===== config.mk =====
export PLATFORM = sky130hd
export DESIGN_NAME = e_stage_reg
export DESIGN_NICKNAME = d
export VERILOG_FILES = /design/src/rtl/e_stage_reg.sv
export SDC_FILE = /design/constraint.sdc
export NUM_CORES = 1
export LEC_CHECK = 0
export BUFFER_PORTS_ARGS = -buffer_cell sky130_fd_sc_hd__buf_2
export CORE_MARGIN = 1
export CORE_UTILIZATION = 36
export CTS_CLUSTER_DIAMETER = 80
export DETAILED_ROUTE_END_ITERATION = 12
export GPL_ROUTABILITY_DRIVEN = 0
export HOLD_SLACK_MARGIN = 0.15
export PLACE_DENSITY = 0.79
export SYNTH_ARGS = -nofsm -noshare
export SYNTH_HDL_FRONTEND = slang
export SYNTH_SLANG_ARGS = --single-unit

===== constraint.sdc =====
create_clock -name clk -period 1.92 [get_ports clk]
set_clock_uncertainty 0.15 [all_clocks]
set_input_delay 0.384 -clock clk [delete_from_list [all_inputs] [get_ports clk]]
set_output_delay 0.384 -clock clk [all_outputs]
set_load 0.01 [all_outputs]

===== src/rtl/e_stage_reg.sv =====
`default_nettype none
// ============================================================================
//  Module   : e_stage_reg
//  Purpose  : Decode->Execute pipeline register. Captures the decoded
//             instruction fields each cycle and presents them as E_* to the
//             execute stage. Detects load-use hazards against the
//             instruction sitting in decode, inserts bubbles, honours stall,
//             and keeps a saturating count of inserted bubbles.
//  Revision : 1.0 - initial release
// ----------------------------------------------------------------------------
//  Ports
//    clk            in   1     clock, rising edge
//    rst_n          in   1     asynchronous reset, active low
//    d_op           in   OPW   decode-stage opcode
//    d_pc           in   DW    decode-stage PC
//    d_valA/B/C     in   DW    operand A, operand B, immediate
//    d_srcA/B       in   RW    source register indices of decode instruction
//    d_dstE/M       in   RW    ALU / memory destination indices (0 = none)
//    E_stall        in   1     hold E register contents
//    E_bubble       in   1     external bubble request (flush)
//    E_op           out  OPW   registered opcode
//    E_pc,E_valA/B/C out DW    registered values
//    E_dstE/M       out  RW    registered destinations
//    E_valid        out  1     1 = real instruction, 0 = bubble
//    ld_use_hazard  out  1     combinational; decode must stall F and D
//    bubble_cnt     out  CNTW  saturating count of bubbles inserted
// ============================================================================
module e_stage_reg #(
    parameter int              DW        = 32,
    parameter int              OPW       = 6,
    parameter int              RW        = 5,
    parameter logic [OPW-1:0]  BUBBLE_OP = 6'h3F,
    parameter logic [OPW-1:0]  LW_OP     = 6'h23,
    parameter int              CNTW      = 16
) (
    input  logic            clk,
    input  logic            rst_n,
    input  logic [OPW-1:0]  d_op,
    input  logic [DW-1:0]   d_pc,
    input  logic [DW-1:0]   d_valA,
    input  logic [DW-1:0]   d_valB,
    input  logic [DW-1:0]   d_valC,
    input  logic [RW-1:0]   d_srcA,
    input  logic [RW-1:0]   d_srcB,
    input  logic [RW-1:0]   d_dstE,
    input  logic [RW-1:0]   d_dstM,
    input  logic            E_stall,
    input  logic            E_bubble,
    output logic [OPW-1:0]  E_op,
    output logic [DW-1:0]   E_pc,
    output logic [DW-1:0]   E_valA,
    output logic [DW-1:0]   E_valB,
    output logic [DW-1:0]   E_valC,
    output logic [RW-1:0]   E_dstE,
    output logic [RW-1:0]   E_dstM,
    output logic            E_valid,
    output logic            ld_use_hazard,
    output logic [CNTW-1:0] bubble_cnt
);

    localparam logic [CNTW-1:0] CNT_MAX = {CNTW{1'b1}};

    logic [OPW-1:0]  e_op_q,    e_op_d;
    logic [DW-1:0]   e_pc_q,    e_pc_d;
    logic [DW-1:0]   e_vala_q,  e_vala_d;
    logic [DW-1:0]   e_valb_q,  e_valb_d;
    logic [DW-1:0]   e_valc_q,  e_valc_d;
    logic [RW-1:0]   e_dste_q,  e_dste_d;
    logic [RW-1:0]   e_dstm_q,  e_dstm_d;
    logic            e_valid_q, e_valid_d;
    logic [CNTW-1:0] cnt_q,     cnt_d;

    logic            hazard;
    logic            bub;

    // A valid load in E whose memory destination feeds either decode source.
    // Destination 0 means "no write", so register $0 can never match.
    assign hazard = (e_op_q == LW_OP) && e_valid_q && (e_dstm_q != '0) &&
                    ((e_dstm_q == d_srcA) || (e_dstm_q == d_srcB));

    assign bub = E_bubble | hazard;

    // Bubble has priority over stall: a flush must not be blocked by a hold.
    always_comb begin
        e_op_d    = e_op_q;
        e_pc_d    = e_pc_q;
        e_vala_d  = e_vala_q;
        e_valb_d  = e_valb_q;
        e_valc_d  = e_valc_q;
        e_dste_d  = e_dste_q;
        e_dstm_d  = e_dstm_q;
        e_valid_d = e_valid_q;
        cnt_d     = cnt_q;

        if (bub) begin
            e_op_d    = BUBBLE_OP;
            e_pc_d    = '0;
            e_vala_d  = '0;
            e_valb_d  = '0;
            e_valc_d  = '0;
            e_dste_d  = '0;
            e_dstm_d  = '0;
            e_valid_d = 1'b0;
            if (cnt_q != CNT_MAX) begin
                cnt_d = cnt_q + 1'b1;
            end
        end else if (!E_stall) begin
            e_op_d    = d_op;
            e_pc_d    = d_pc;
            e_vala_d  = d_valA;
            e_valb_d  = d_valB;
            e_valc_d  = d_valC;
            e_dste_d  = d_dstE;
            e_dstm_d  = d_dstM;
            e_valid_d = 1'b1;
        end
    end

    always_ff @(posedge clk or negedge rst_n) begin
        if (!rst_n) begin
            e_op_q    <= BUBBLE_OP;
            e_pc_q    <= '0;
            e_vala_q  <= '0;
            e_valb_q  <= '0;
            e_valc_q  <= '0;
            e_dste_q  <= '0;
            e_dstm_q  <= '0;
            e_valid_q <= 1'b0;
            cnt_q     <= '0;
        end else begin
            e_op_q    <= e_op_d;
            e_pc_q    <= e_pc_d;
            e_vala_q  <= e_vala_d;
            e_valb_q  <= e_valb_d;
            e_valc_q  <= e_valc_d;
            e_dste_q  <= e_dste_d;
            e_dstm_q  <= e_dstm_d;
            e_valid_q <= e_valid_d;
            cnt_q     <= cnt_d;
        end
    end

    assign E_op          = e_op_q;
    assign E_pc          = e_pc_q;
    assign E_valA        = e_vala_q;
    assign E_valB        = e_valb_q;
    assign E_valC        = e_valc_q;
    assign E_dstE        = e_dste_q;
    assign E_dstM        = e_dstm_q;
    assign E_valid       = e_valid_q;
    assign ld_use_hazard = hazard;
    assign bubble_cnt    = cnt_q;

endmodule
`default_nettype wire


==> results of run 1 <==
## layer usage
| metal | up-vias | share of wire [%] | track usage, % |
|---|---|---|---|
| li1 | 2935 | - | - |
| met2 | 339 | 51 | 41.55 |
| met4 | 0 | 3.5 | 11.51 |
| met3 | 60 | 6.4 | 6.325 |
| met1 | 3228 | 39 | 25.61 |
| met5 | - | 0 | 0 |
## flip-flops by register name, summed over array words and instances, names as in the netlist
name        count
E_dstE          5
E_dstM          5
E_op            6
E_pc           32
E_valA         32
E_valB         32
E_valC         32
E_valid         1
bubble_cnt     16
## final cells by class
| class | instances | area (sq um) | area share (%) |
|---|---|---|---|
| Antenna cell | 1 | 2.502 | 0.02137 |
| Clock buffer | 18 | 429.2 | 3.666 |
| Clock inverter | 12 | 157.7 | 1.347 |
| Inverter | 3 | 11.26 | 0.09618 |
| Multi-Input combinational cell | 367 | 2867 | 24.48 |
| Sequential cell | 161 | 4038 | 34.49 |
| Tap cell | 234 | 292.8 | 2.501 |
| Timing Repair Buffer | 530 | 3910 | 33.40 |
## power groups by stage
stage                     clock, uW  combinational (uW)  sequential [uW]
after detailed placement          0                1380             3870
after global placement            0                1340             3860
after global routing           3660                1960             3860
after floorplan                   0                 550             3980
final                          3450                1840             3840
after CTS                      3490                1710             3820
## worst paths after layout
path	from	endpoint	slack [ns]	cells past startpoint
worst max register to register	E_dstM[1]	E_op[1]	-0.38	7
worst min register to register	bubble_cnt[15]	bubble_cnt[15]	0.37	1
max in group asynchronous	rst_n	E_op[5]	0.64	3
min in group asynchronous	rst_n	E_dstM[3]	0.35	2
worst max-delay path	E_dstM[1]	ld_use_hazard	-0.39	4
worst min-delay path	d_op[2]	E_op[2]	0.18	3
## stage by stage
step	setup WS (ns)	utilization, %	setup TNS [ns]
4_1_cts	-0.3963	60.74	-34.03
6_report	-0.3884	62.59	-40.63
2_1_floorplan	-0.05549	-	-0.09040
3_3_place_gp	-0.1193	48.15	-8.955
5_1_grt	-0.4287	62.59	-46.74
3_5_place_dp	-0.1627	48.15	-13.48
## worst min-delay path, cell delays in order
cell and delay, ns:
buf_2 0.09, nor2b_1 0.13, a211o_1 0.10
## what timing repair did
action,in CTS,in global routing
pin swaps,4,4
endpoints found under the setup margin,129,162
setup buffers,5,2
resized for setup,32,81
hold endpoints to repair,299,0
hold buffers,142,0
gates cloned,6,3
## logic make-up after synthesis
kind of cell    count (synthesis)
simple gates                  190
flops                         161
mux                           141
buf+inv                        37
xor+xnor                       20
compound gates                 15
fa+ha+maj                       1
## layout by cell type (no fill, tap or decap), types with 2 or more instances in the layout
master / n
buf_2: 317
dfrtp_1: 154
dlygate4sd3_1: 142
mux2i_1: 139
nor2_1: 81
nor2_2: 58
buf_4: 40
clkbuf_16: 19
xor2_1: 12
buf_12: 9
nor2_4: 7
xnor2_1: 7
buf_8: 7
dfstp_2: 6
nor2b_1: 6
a211o_1: 6
and3_1: 6
buf_6: 6
nand4_1: 5
nand3_2: 5
nand2_1: 4
inv_6: 4
bufbuf_16: 4
inv_1: 3
clkinvlp_4: 3
bufinv_16: 3
nor3_2: 2
and4_1: 2
and4_2: 2
and3_2: 2
and2_1: 2
clkinv_2: 2
buf_16: 2
==> key figures, run 1 <==
Timing
  – Hold Violations, Final: 0
  – Pins over their slew limit: 0
  – Slew HR: 71.11%
  – Max Freq: 0.4332 GHz
  – Post-layout minimum cycle time: 2.308 ns
  – Final setup viols: 162
  – RSZ-0062 raised after global routing: true
  – Fin Hold WS: 0.1804 ns
  – Worst slew pin tran: 0.4334 ns
  – Final WS setup: -0.3884 ns
  – Tcrit/Tclk final: 120.2%

Worst setup path
  – CP Class: reg -> out
  – CP Cell Sequence: or4_4 > o21ai_4 > nor2_2 > buf_2
  – Crit path capture type: output pin
  – Worst path top cell family by delay: simple AND/OR/NAND/NOR gates
  – Slowest-stage cell, CP: or4_4
  – WP data required: 1.39 ns
  – Worst path buffer plus inverter count: 1
  – Worst Path Arrival: 1.77 ns
  – Critical path startpoint category: flop
  – Max incr delay on CP: 0.56 ns
  – Crit path max fanout: 4

Placement
  – Placed Area: 9006 sq um
  – Dpl cells: 1,137
  – DP HPWL: 13,370 um
  – Input/output buffers: 319

Yosys
  – Adder-cell area share of the yosys netlist: 0.1823%
  – Mux share of post-synthesis cell area: 20.65%
  – Synthesized flop and latch total: 161
  – Post-synth ARST share: 100.0%
  – Syn Std Cell Area: 6864 sq um
  – Top-count cell post-synth: dfrtp_1
  – Avg Cell Area, Syn: 12.15 sq um
  – Top cell type's share of synthesized area: 56.51%
  – Xor-xnor portion of the synthesized cell area: 2.552%
  – Cells after Synth: 565
  – Synth area leaders: dfrtp_1, mux2i_1, nor2_1
  – Post-synth EDFFs: 0
  – Post-synthesis compound-gate area fraction: 1.786%
  – Cell variety after synth: 38
  – Post-synthesis sequential area ratio: 58.80%
  – Main combinational cell family by area after synthesis: multiplexers
  – Synth Area in Simple Gates: 12.18%
  – Ys flop type: dfrtp_1
  – Syn_nets: 724
  – Yosys synthesis warning count: 0
  – Largest area contributor in the synthesized netlist: dfrtp_1
  – Post-synth top cells: dfrtp_1, nor2_1, mux2i_1

Floorplan
  – Core Region: 18,710 sq um
  – Die height: 140.1 um
  – Row count: 50
  – Starting Density: 36.70%
  – Die width: 140.1 um
  – Die ar.: 19,620 sq um
  – Io pins: 320

Pwr
  – Sw Ratio: 27.19%
  – Leakage: 0.006294 uW
  – Net switching power: 2482 uW
  – Register share of total power: 42.0%
  – Clock share of power: 37.8%
  – PD cells: 779.8 nW/um^2
  – Pint: 6647 uW
  – VDD IR max: 607.8 uV
  – Total chip power: 9130 uW
  – Combinational share of power: 20.2%

Routing
  – Initial drt markers: 346
  – Routed via count: 6,562
  – Via-per-instance ratio: 4.949
  – DR pass1 iterations: 5
  – WL per Instance: 18.12 um
  – Post-route ant nets: 0
  – # DRC: 0
  – WL final: 24,030 um

Status
  – Status: complete, but fails checks
  – Failing checks: negative setup slack

Cells and area
  – Fillers: 1,329
  – Non-Filler Instances: 1,326
  – Final nets: 1,239
  – Post-route cell area: 11,710 sq um
  – Layout cells sized above 1: 47.02%
  – Layout area overhead: 70.56%

Clock network
  – H-tree depth: 4
  – Worst-path clk slew: 0.06 ns
  – CTS root buf: clkbuf_16
  – Num CTS Buffers: 17
  – CTS Buffer Depth: 2
  – Clk sinks: 161
  – CTS tree: done
  – Clk_lat worst skew: 0.42 ns

Global routing
  – First-pass GRT wire length: 35,490 um
  – Initial antenna violation count: 1
  – Gr ovfl total: 0
  – Total GRT Usage: 23.33%
  – Vias in the first global route: 7,013
  – Pin count of the biggest net entering global routing: 42

Job
  – Max-capacitance violation count: 0

Worst hold path
  – Hold Crit Class: in -> reg
Note: power is estimated with default switching activity, not from simulation.
==> inputs of run 2 (changes only) <==
==> constraint.sdc (replaced) <==
create_clock -name clk -period 1.92 [get_ports clk]
set_clock_uncertainty 0.15 [all_clocks]
set_input_delay 0 -clock clk [delete_from_list [all_inputs] [get_ports clk]]
set_output_delay 0 -clock clk [all_outputs]
set_load 0.01 [all_outputs]
==> key figures, run 2 (same netlist as run 1, synthesis figures left out) <==
Routing
  – # DRC: 0 (unchanged)
  – Post-route ant nets: 0 (unchanged)
  – WL per Instance: 16.76 um (was 18.12 um)
  – Routed via count: 6,467 (was 6,562)
  – WL final: 22,490 um (was 24,030 um)
  – Initial drt markers: 289 (was 346)
  – Via-per-instance ratio: 4.819 (was 4.949)
  – DR pass1 iterations: 4 (was 5)

Global routing
  – Pin count of the biggest net entering global routing: 50 (was 42)
  – Gr ovfl total: 0 (unchanged)
  – Initial antenna violation count: 0 (was 1)
  – Vias in the first global route: 6,895 (was 7,013)
  – First-pass GRT wire length: 35,240 um (was 35,490 um)
  – Total GRT Usage: 23.15% (was 23.33%)

Worst setup path
  – FF-to-FF Start: E_dstM[2] (was E_dstM[1])
  – Worst r2r path cells: 7 (unchanged)
  – RR Endpoint: bubble_cnt[1] (was E_op[1])
  – CP Class: reg -> reg (was reg -> out)
  – Slowest-stage cell, CP: dfrtp_1 (was or4_4)
  – CP Cell Sequence: buf_4 > xor2_1 > nor2_1 > a22oi_2 > o21bai_4 > and2_4 > mux2_4 (was or4_4 > o21ai_4 > nor2_2 > buf_2)
  – WP data required: 2.08 ns (was 1.39 ns)
  – Crit path max fanout: 7 (was 4)
  – Worst Path Arrival: 2.24 ns (was 1.77 ns)
  – Crit path capture type: flop (was output pin)
  – Max incr delay on CP: 0.44 ns (was 0.56 ns)
  – Critical path startpoint category: flop (unchanged)
  – Internal reg-to-reg setup slack: -0.17 ns (was -0.38 ns)

Floorplan
  – Die height: 140.1 um (unchanged)
  – Starting Density: 36.70% (unchanged)
  – Core Region: 18,710 sq um (unchanged)
  – Die ar.: 19,620 sq um (unchanged)
  – Row count: 50 (unchanged)
  – Io pins: 320 (unchanged)
  – Die width: 140.1 um (unchanged)

Status
  – Failing checks: negative setup slack (unchanged)
  – Status: complete, but fails checks (unchanged)

Timing
  – Post-layout minimum cycle time: 2.085 ns (was 2.308 ns)
  – Fin Hold WS: 0.2066 ns (was 0.1804 ns)
  – Pins over their slew limit: 0 (unchanged)
  – Max Freq: 0.4796 GHz (was 0.4332 GHz)
  – Final setup viols: 156 (was 162)
  – Hold Violations, Final: 0 (unchanged)
  – Worst slew pin tran: 0.5487 ns (was 0.4334 ns)
  – Slew HR: 63.42% (was 71.11%)
  – RSZ-0062 raised after global routing: true (unchanged)
  – Tcrit/Tclk final: 108.6% (was 120.2%)
  – Final WS setup: -0.1651 ns (was -0.3884 ns)

Pwr
  – Total chip power: 9027 uW (was 9130 uW)
  – Clock share of power: 38.0% (was 37.8%)
  – Pint: 6633 uW (was 6647 uW)
  – Sw Ratio: 26.52% (was 27.19%)
  – Register share of total power: 42.4% (was 42.0%)
  – PD cells: 782.8 nW/um^2 (was 779.8 nW/um^2)
  – VDD IR max: 578.6 uV (was 607.8 uV)
  – Combinational share of power: 19.6% (was 20.2%)
  – Net switching power: 2393 uW (was 2482 uW)
  – Leakage: 0.006217 uW (was 0.006294 uW)

Cells and area
  – Commonest non-fill, non-tap cell in the layout: buf_2 (unchanged)
  – Ant. Diodes: 0 (was 1)
  – Post-route cell area: 11,530 sq um (was 11,710 sq um)
  – Non-Filler Instances: 1,342 (was 1,326)
  – Layout cells sized above 1: 38.63% (was 47.02%)
  – Fillers: 1,366 (was 1,329)
  – Layout area overhead: 67.99% (was 70.56%)
  – Multi-input gate area: 2649 sq um (was 2867 sq um)
  – Register Area: 4038 sq um (unchanged)
  – Highest-count cells in the layout ignoring fill and taps: buf_2, dlygate4sd3_1, dfrtp_1 (was buf_2, dfrtp_1, dlygate4sd3_1)
  – Final nets: 1,256 (was 1,239)

Worst hold path
  – Hold Startpoint: d_valB[25] (was d_op[2])
  – Worst Hold Depth: 4 (was 3)
  – Hold Crit Class: in -> reg (unchanged)
  – Worst hold path endpoint: E_valB[25] (was E_op[2])

Clock network
  – CTS root buf: clkbuf_16 (unchanged)
  – Clk_lat worst skew: 0.42 ns (about the same)
  – Worst-path clk slew: 0.07 ns (was 0.06 ns)
  – CTS Buffer Depth: 2 (unchanged)
  – Clk sinks: 161 (unchanged)
  – CTS tree: done (unchanged)
  – Num CTS Buffers: 17 (unchanged)
  – H-tree depth: 4 (unchanged)

Placement
  – Dpl cells: 1,126 (was 1,137)
  – Input/output buffers: 319 (unchanged)
  – Pre-CTS WS: -0.1202 ns (was -0.1627 ns)
  – DP HPWL: 13,020 um (was 13,370 um)
  – Placed Area: 8986 sq um (was 9006 sq um)

Job
  – Max-capacitance violation count: 0 (unchanged)
## run 2: per-layer routing
metal,global-route usage (%),up-vias,routed length (um)
li1,-,2967,-
met1,26.36,3110,8836
met2,39.50,322,11130
met3,6.256,68,1611
met4,12.78,0,907
met5,0,-,0
## run 2: repair_timing
| item | 4_1_cts | 5_1_grt |
|---|---|---|
| pin swaps | 3 | 5 |
| setup buffers | 1 | 1 |
| resized for setup | 11 | 10 |
| hold buffers | 183 | 0 |
| hold endpoints to repair | 321 | 0 |
| cloned | 0 | 1 |
| setup endpoints to repair | 146 | 152 |
## run 2: stage by stage
stage                     utilization [%]   TNS, ns
after floorplan                         -  -0.09040
after global placement              48.04    -7.598
after detailed placement            48.04    -9.971
after CTS                           61.28    -8.892
after global routing                61.65    -24.12
final                               61.65    -14.40
## run 2: final cells by class
class | instances | area share [%]
timing repair buffer | 547 | 34.31
multi-input combinational | 367 | 22.97
clock buffer | 18 | 3.722
clock inverter | 12 | 1.345
sequential | 161 | 35.02
tap | 234 | 2.539
inverter | 3 | 0.09766
## run 2: power groups by stage
stage / combinational [uW] / sequential, uW / clock, uW
floorplan: 550 / 3980 / 0
global placement: 1350 / 3860 / 0
detailed placement: 1390 / 3870 / 0
CTS: 1720 / 3820 / 3530
global route: 1910 / 3850 / 3680
finish: 1770 / 3830 / 3430
## run 2: worst max-delay path, delay by kind of cell (launching register included)
kind            cells  cell delay [ns]
mux                 1             0.29
compound gates      2             0.40
buf+inv             1             0.17
simple gates        2             0.37
xor+xnor            1             0.16
flops               1             0.44
## run 2: how the worst max path moves through the flow
stage / startpoint / end / slack (ns) / cells after the start
6_report: E_dstM[2] / bubble_cnt[1] / -0.17 / 7
5_1_grt: E_dstM[1] / bubble_cnt[1] / -0.21 / 7
3_3_place_gp: E_op[5] / E_valB[31] / -0.10 / 7
3_5_place_dp: E_dstM[1] / bubble_cnt[10] / -0.12 / 6
2_1_floorplan: E_dstM[1] / bubble_cnt[1] / -0.06 / 5
4_1_cts: E_op[5] / bubble_cnt[1] / -0.12 / 6
==> inputs of run 3 (changes only) <==
Settings changed: ABC_AREA from default to 1, CAP_MARGIN from default to 40.
==> key figures, run 3 <==
Status
  – Failed at: 4_1_cts
  – Status: stopped before the end (was complete, but fails checks)
  – Stop err: [ERROR RSZ-0060] Max buffer count reached.

Yosys
  – Top-count cell post-synth: nand2_1 (was dfrtp_1)
  – Post-synth EDFFs: 0 (unchanged)
  – Syn Std Cell Area: 6930 sq um (was 6864 sq um)
  – Cells after Synth: 814 (was 565)
  – Ys flop type: dfrtp_1 (unchanged)
  – Yosys synthesis warning count: 0 (unchanged)
  – Synthesized flop and latch total: 161 (unchanged)
  – Post-synthesis sequential area ratio: 58.24% (was 58.80%)
  – Synth area leaders: dfrtp_1, nand2_1, a21oi_1 (was dfrtp_1, mux2i_1, nor2_1)
  – Cell variety after synth: 26 (was 38)
  – Avg Cell Area, Syn: 8.514 sq um (was 12.15 sq um)
  – Syn_nets: 973 (was 724)
  – Post-synth top cells: nand2_1, dfrtp_1, a21oi_1 (was dfrtp_1, nor2_1, mux2i_1)
  – Top cell type's share of synthesized area: 55.97% (was 56.51%)
  – Largest area contributor in the synthesized netlist: dfrtp_1 (unchanged)
  – Post-synth ARST share: 100.0% (unchanged)

Clock network
  – Hold buffer count at cts: 275 (was 183)
  – H-tree depth: 4 (unchanged)
  – Clk sinks: 161 (unchanged)
  – CTS root buf: clkbuf_16 (unchanged)
  – Post-CTS Setup Inserts: 0 (was 1)
  – CTS Buffer Depth: 2 (unchanged)
  – Num CTS Buffers: 17 (unchanged)
  – CTS resizes: 0 (was 11)

Placement
  – Input/output buffers: 319 (unchanged)
  – Pre-CTS WS: 0.09373 ns (was -0.1202 ns)
  – DP HPWL: 13,880 um (was 13,020 um)

Floorplan
  – Io pins: 320 (unchanged)
  – Die width: 140.8 um (was 140.1 um)
  – Die height: 140.8 um (was 140.1 um)
  – Starting Density: 36.93% (was 36.70%)
  – Row count: 50 (unchanged)
-- run 3: changes by cell type after synthesis, sizes merged, moves of 4 or more --
cell    before  now
nand2        4  357
mux2i      139    0
a21oi        2  138
nor2       146   22
nand3        7   33
inv          3   26
clkbuf      14   28
and3         8    0
a211o        6    0
nor2b        6    0
and4         4    0
xor2        12    8
-- run 3: cells by family after synthesis --
kind of cell | Yosys count | synth area share [%]
simple gates | 422 | 24.25
flops | 161 | 58.24
compound gates | 139 | 10.04
buf+inv | 76 | 5.398
xor+xnor | 15 | 1.896
fa+ha+maj | 1 | 0.1805
-- run 3: metrics by stage --
| stage | hold slack, ns | std cells | instance area (sq um) | util, % |
|---|---|---|---|---|
| 3_5_place_dp | -0.2212 | 1332 | 8767 | 46.71 |
| 2_1_floorplan | -0.4456 | 814 | 6930 | - |
| 3_3_place_gp | -0.2279 | 1332 | 8767 | 46.71 |
==> inputs of run 4 (changes only) <==
Settings changed: CORE_UTILIZATION 36 to 21, CTS_CLUSTER_DIAMETER 80 to default, HOLD_SLACK_MARGIN 0.15 to default, PLACE_DENSITY 0.79 to default, PLACE_DENSITY_LB_ADDON from default to 0.15.
Clock period 1.92 ns to 2.5 ns, I/O delays scaled along.
==> key figures, run 4 <==
Job
  – Max-capacitance violation count: 0

Yosys
  – Largest area contributor in the synthesized netlist: dfrtp_1 (unchanged)
  – Post-synthesis sequential area ratio: 58.24% (unchanged)
  – Synthesized flop and latch total: 161 (unchanged)
  – Cells after Synth: 814 (unchanged)
  – Post-synth EDFFs: 0 (unchanged)
  – Top-count cell post-synth: nand2_1 (unchanged)
  – Post-synth ARST share: 100.0% (unchanged)
  – Syn Std Cell Area: 6930 sq um (unchanged)
  – Yosys synthesis warning count: 0 (unchanged)
  – Syn_nets: 973 (unchanged)
  – Cell variety after synth: 26 (unchanged)
  – Post-synth top cells: nand2_1, dfrtp_1, a21oi_1 (unchanged)
  – Top cell type's share of synthesized area: 55.97% (unchanged)
  – Ys flop type: dfrtp_1 (unchanged)
  – Synth area leaders: dfrtp_1, nand2_1, a21oi_1 (unchanged)
  – Avg Cell Area, Syn: 8.514 sq um (unchanged)

Timing
  – Hold Violations, Final: 0
  – Tcrit/Tclk final: 86.43%
  – Slew HR: 52.60%
  – Worst slew pin tran: 0.7111 ns
  – RSZ-0062 raised after global routing: false
  – Fin Hold WS: 0.01966 ns
  – Fin Setup TNS: 0 ns
  – Pins over their slew limit: 0
  – Max Freq: 0.4628 GHz
  – Final setup viols: 0
  – Post-layout minimum cycle time: 2.161 ns

Worst setup path
  – Critical path startpoint category: flop
  – Slowest-stage cell, CP: dlygate4sd3_1
  – Crit path max fanout: 22
  – Worst Path Arrival: 2.32 ns
  – Crit path capture type: flop
  – Worst path buffer plus inverter count: 1
  – Max incr delay on CP: 0.57 ns
  – Worst path top cell family by delay: simple AND/OR/NAND/NOR gates
  – CP Class: reg -> reg
  – WP data required: 2.66 ns
  – CP Cell Sequence: nand3_1 > nor3b_1 > nand2_2 > nand2_4 > a21oi_1 > dlygate4sd3_1

Routing
  – WL per Instance: 14.09 um
  – Routed via count: 7,219
  – # DRC: 0
  – Initial drt markers: 363
  – Via-per-instance ratio: 4.074
  – Post-route ant nets: 0
  – DR pass1 iterations: 6
  – WL final: 24,980 um

Placement
  – Dpl cells: 1,541 (was 1,332)
  – DP HPWL: 15,870 um (was 13,880 um)
  – Input/output buffers: 319 (unchanged)
  – Placed Area: 9010 sq um (was 8767 sq um)

Floorplan
  – Io pins: 320 (unchanged)
  – Die height: 183.7 um (was 140.8 um)
  – Row count: 66 (was 50)
  – Core Region: 32,540 sq um
  – Starting Density: 21.30% (was 36.93%)
  – Die ar.: 33,730 sq um
  – Die width: 183.7 um (was 140.8 um)

Clock network
  – CTS tree: done
  – Clk sinks: 161 (unchanged)
  – H-tree depth: 4 (unchanged)
  – Num CTS Buffers: 17 (unchanged)
  – Hold buffer count at cts: 199 (was 275)
  – CTS resizes: 0 (unchanged)
  – Clk_lat worst skew: 0.43 ns
  – Post-CTS Setup Inserts: 0 (unchanged)
  – Worst-path clk slew: 0.06 ns
  – CTS Buffer Depth: 2 (unchanged)
  – CTS root buf: clkbuf_16 (unchanged)

Status
  – Status: complete, no violations (was stopped before the end)

Pwr
  – Leakage: 0.005856 uW
  – VDD IR max: 413.5 uV
  – PD cells: 592.4 nW/um^2

Cells and area
  – Non-Filler Instances: 1,772
  – Commonest non-fill, non-tap cell in the layout: nand2_1
  – Fillers: 3,449
  – Highest-count cells in the layout ignoring fill and taps: nand2_1, buf_2, dlygate4sd3_1
  – Ant. Diodes: 0
  – Final nets: 1,476
  – Layout cells sized above 1: 29.02%
  – Layout area overhead: 68.19%
  – Util after Layout: 35.83%
  – Post-route cell area: 11,660 sq um

Global routing
  – First-pass GRT wire length: 39,570 um
  – Total GRT Usage: 14.99%
  – Gr ovfl total: 0
  – Initial antenna violation count: 0
  – Vias in the first global route: 7,497
  – Pin count of the biggest net entering global routing: 145

Worst hold path
  – Hold Crit Class: in -> reg
## run 4: stage by stage
stage                     total power [uW]  setup WS, ns
after floorplan                       3361        0.7732
after global placement                3856        0.5113
after detailed placement              3848        0.4852
after CTS                             7036        0.3271
after global routing                  7276        0.1485
final                                 6905        0.3393
## run 4: kinds of logic (layout without fill, tap and decap cells)
logic type      Yosys count  count (layout)  share of synthesized area, %
compound gates          139             139                         10.04
xor+xnor                 15              15                         1.896
fa+ha+maj                 1               1                        0.1805
buf+inv                  76             592                         5.398
flops                   161             161                         58.24
simple gates            422             422                         24.25
## run 4: final timing paths
check | slack, ns | cells past startpoint | from | end
min reg2reg | 0.34 | 2 | E_op[5] | E_op[5]
min | 0.02 | 4 | E_stall | E_valid
max | 0.34 | 6 | E_op[1] | E_pc[25]
min in group asynchronous | 0.59 | 3 | rst_n | E_op[0]
max in group asynchronous | 1.28 | 4 | rst_n | E_valC[11]
max reg2reg | 0.34 | 6 | E_op[1] | E_pc[25]
## run 4: area by class of cell
type / count / area (sq um) / area share [%]
clock buffers: 20 / 456.7 / 3.918
clock inverters: 12 / 180.2 / 1.546
inverters: 26 / 100.1 / 0.8587
multi-input cells: 577 / 2520 / 21.62
flip-flops and latches: 161 / 4036 / 34.63
well taps: 442 / 553.0 / 4.745
repair buffers: 534 / 3810 / 32.69
## run 4: report_power, final
| group | internal, uW | leakage [uW] | total [uW] | switching (uW) |
|---|---|---|---|---|
| combinational | 565 | 0.00342 | 1140 | 576 |
| sequential | 2770 | 0.00213 | 2900 | 130 |
| clock | 1730 | 0.000307 | 2870 | 1140 |
| total | 5060 | 0.00586 | 6910 | 1840 |
## run 4: worst register-to-register path, stage by stage, from the launching register on
cell	delay (ns)
dfstp_2	0.54
nand3_1	0.08
nor3b_1	0.24
nand2_2	0.11
nand2_4	0.27
a21oi_1	0.08
dlygate4sd3_1	0.57
## run 4: per-layer routing
layer | wire [um] | vias up | global-route usage, %
met5 | 0 | - | 0
met1 | 11070 | 3390 | 18.33
met4 | 291 | 0 | 4.300
li1 | - | 3587 | -
met3 | 1770 | 17 | 4.536
met2 | 11850 | 225 | 25.32
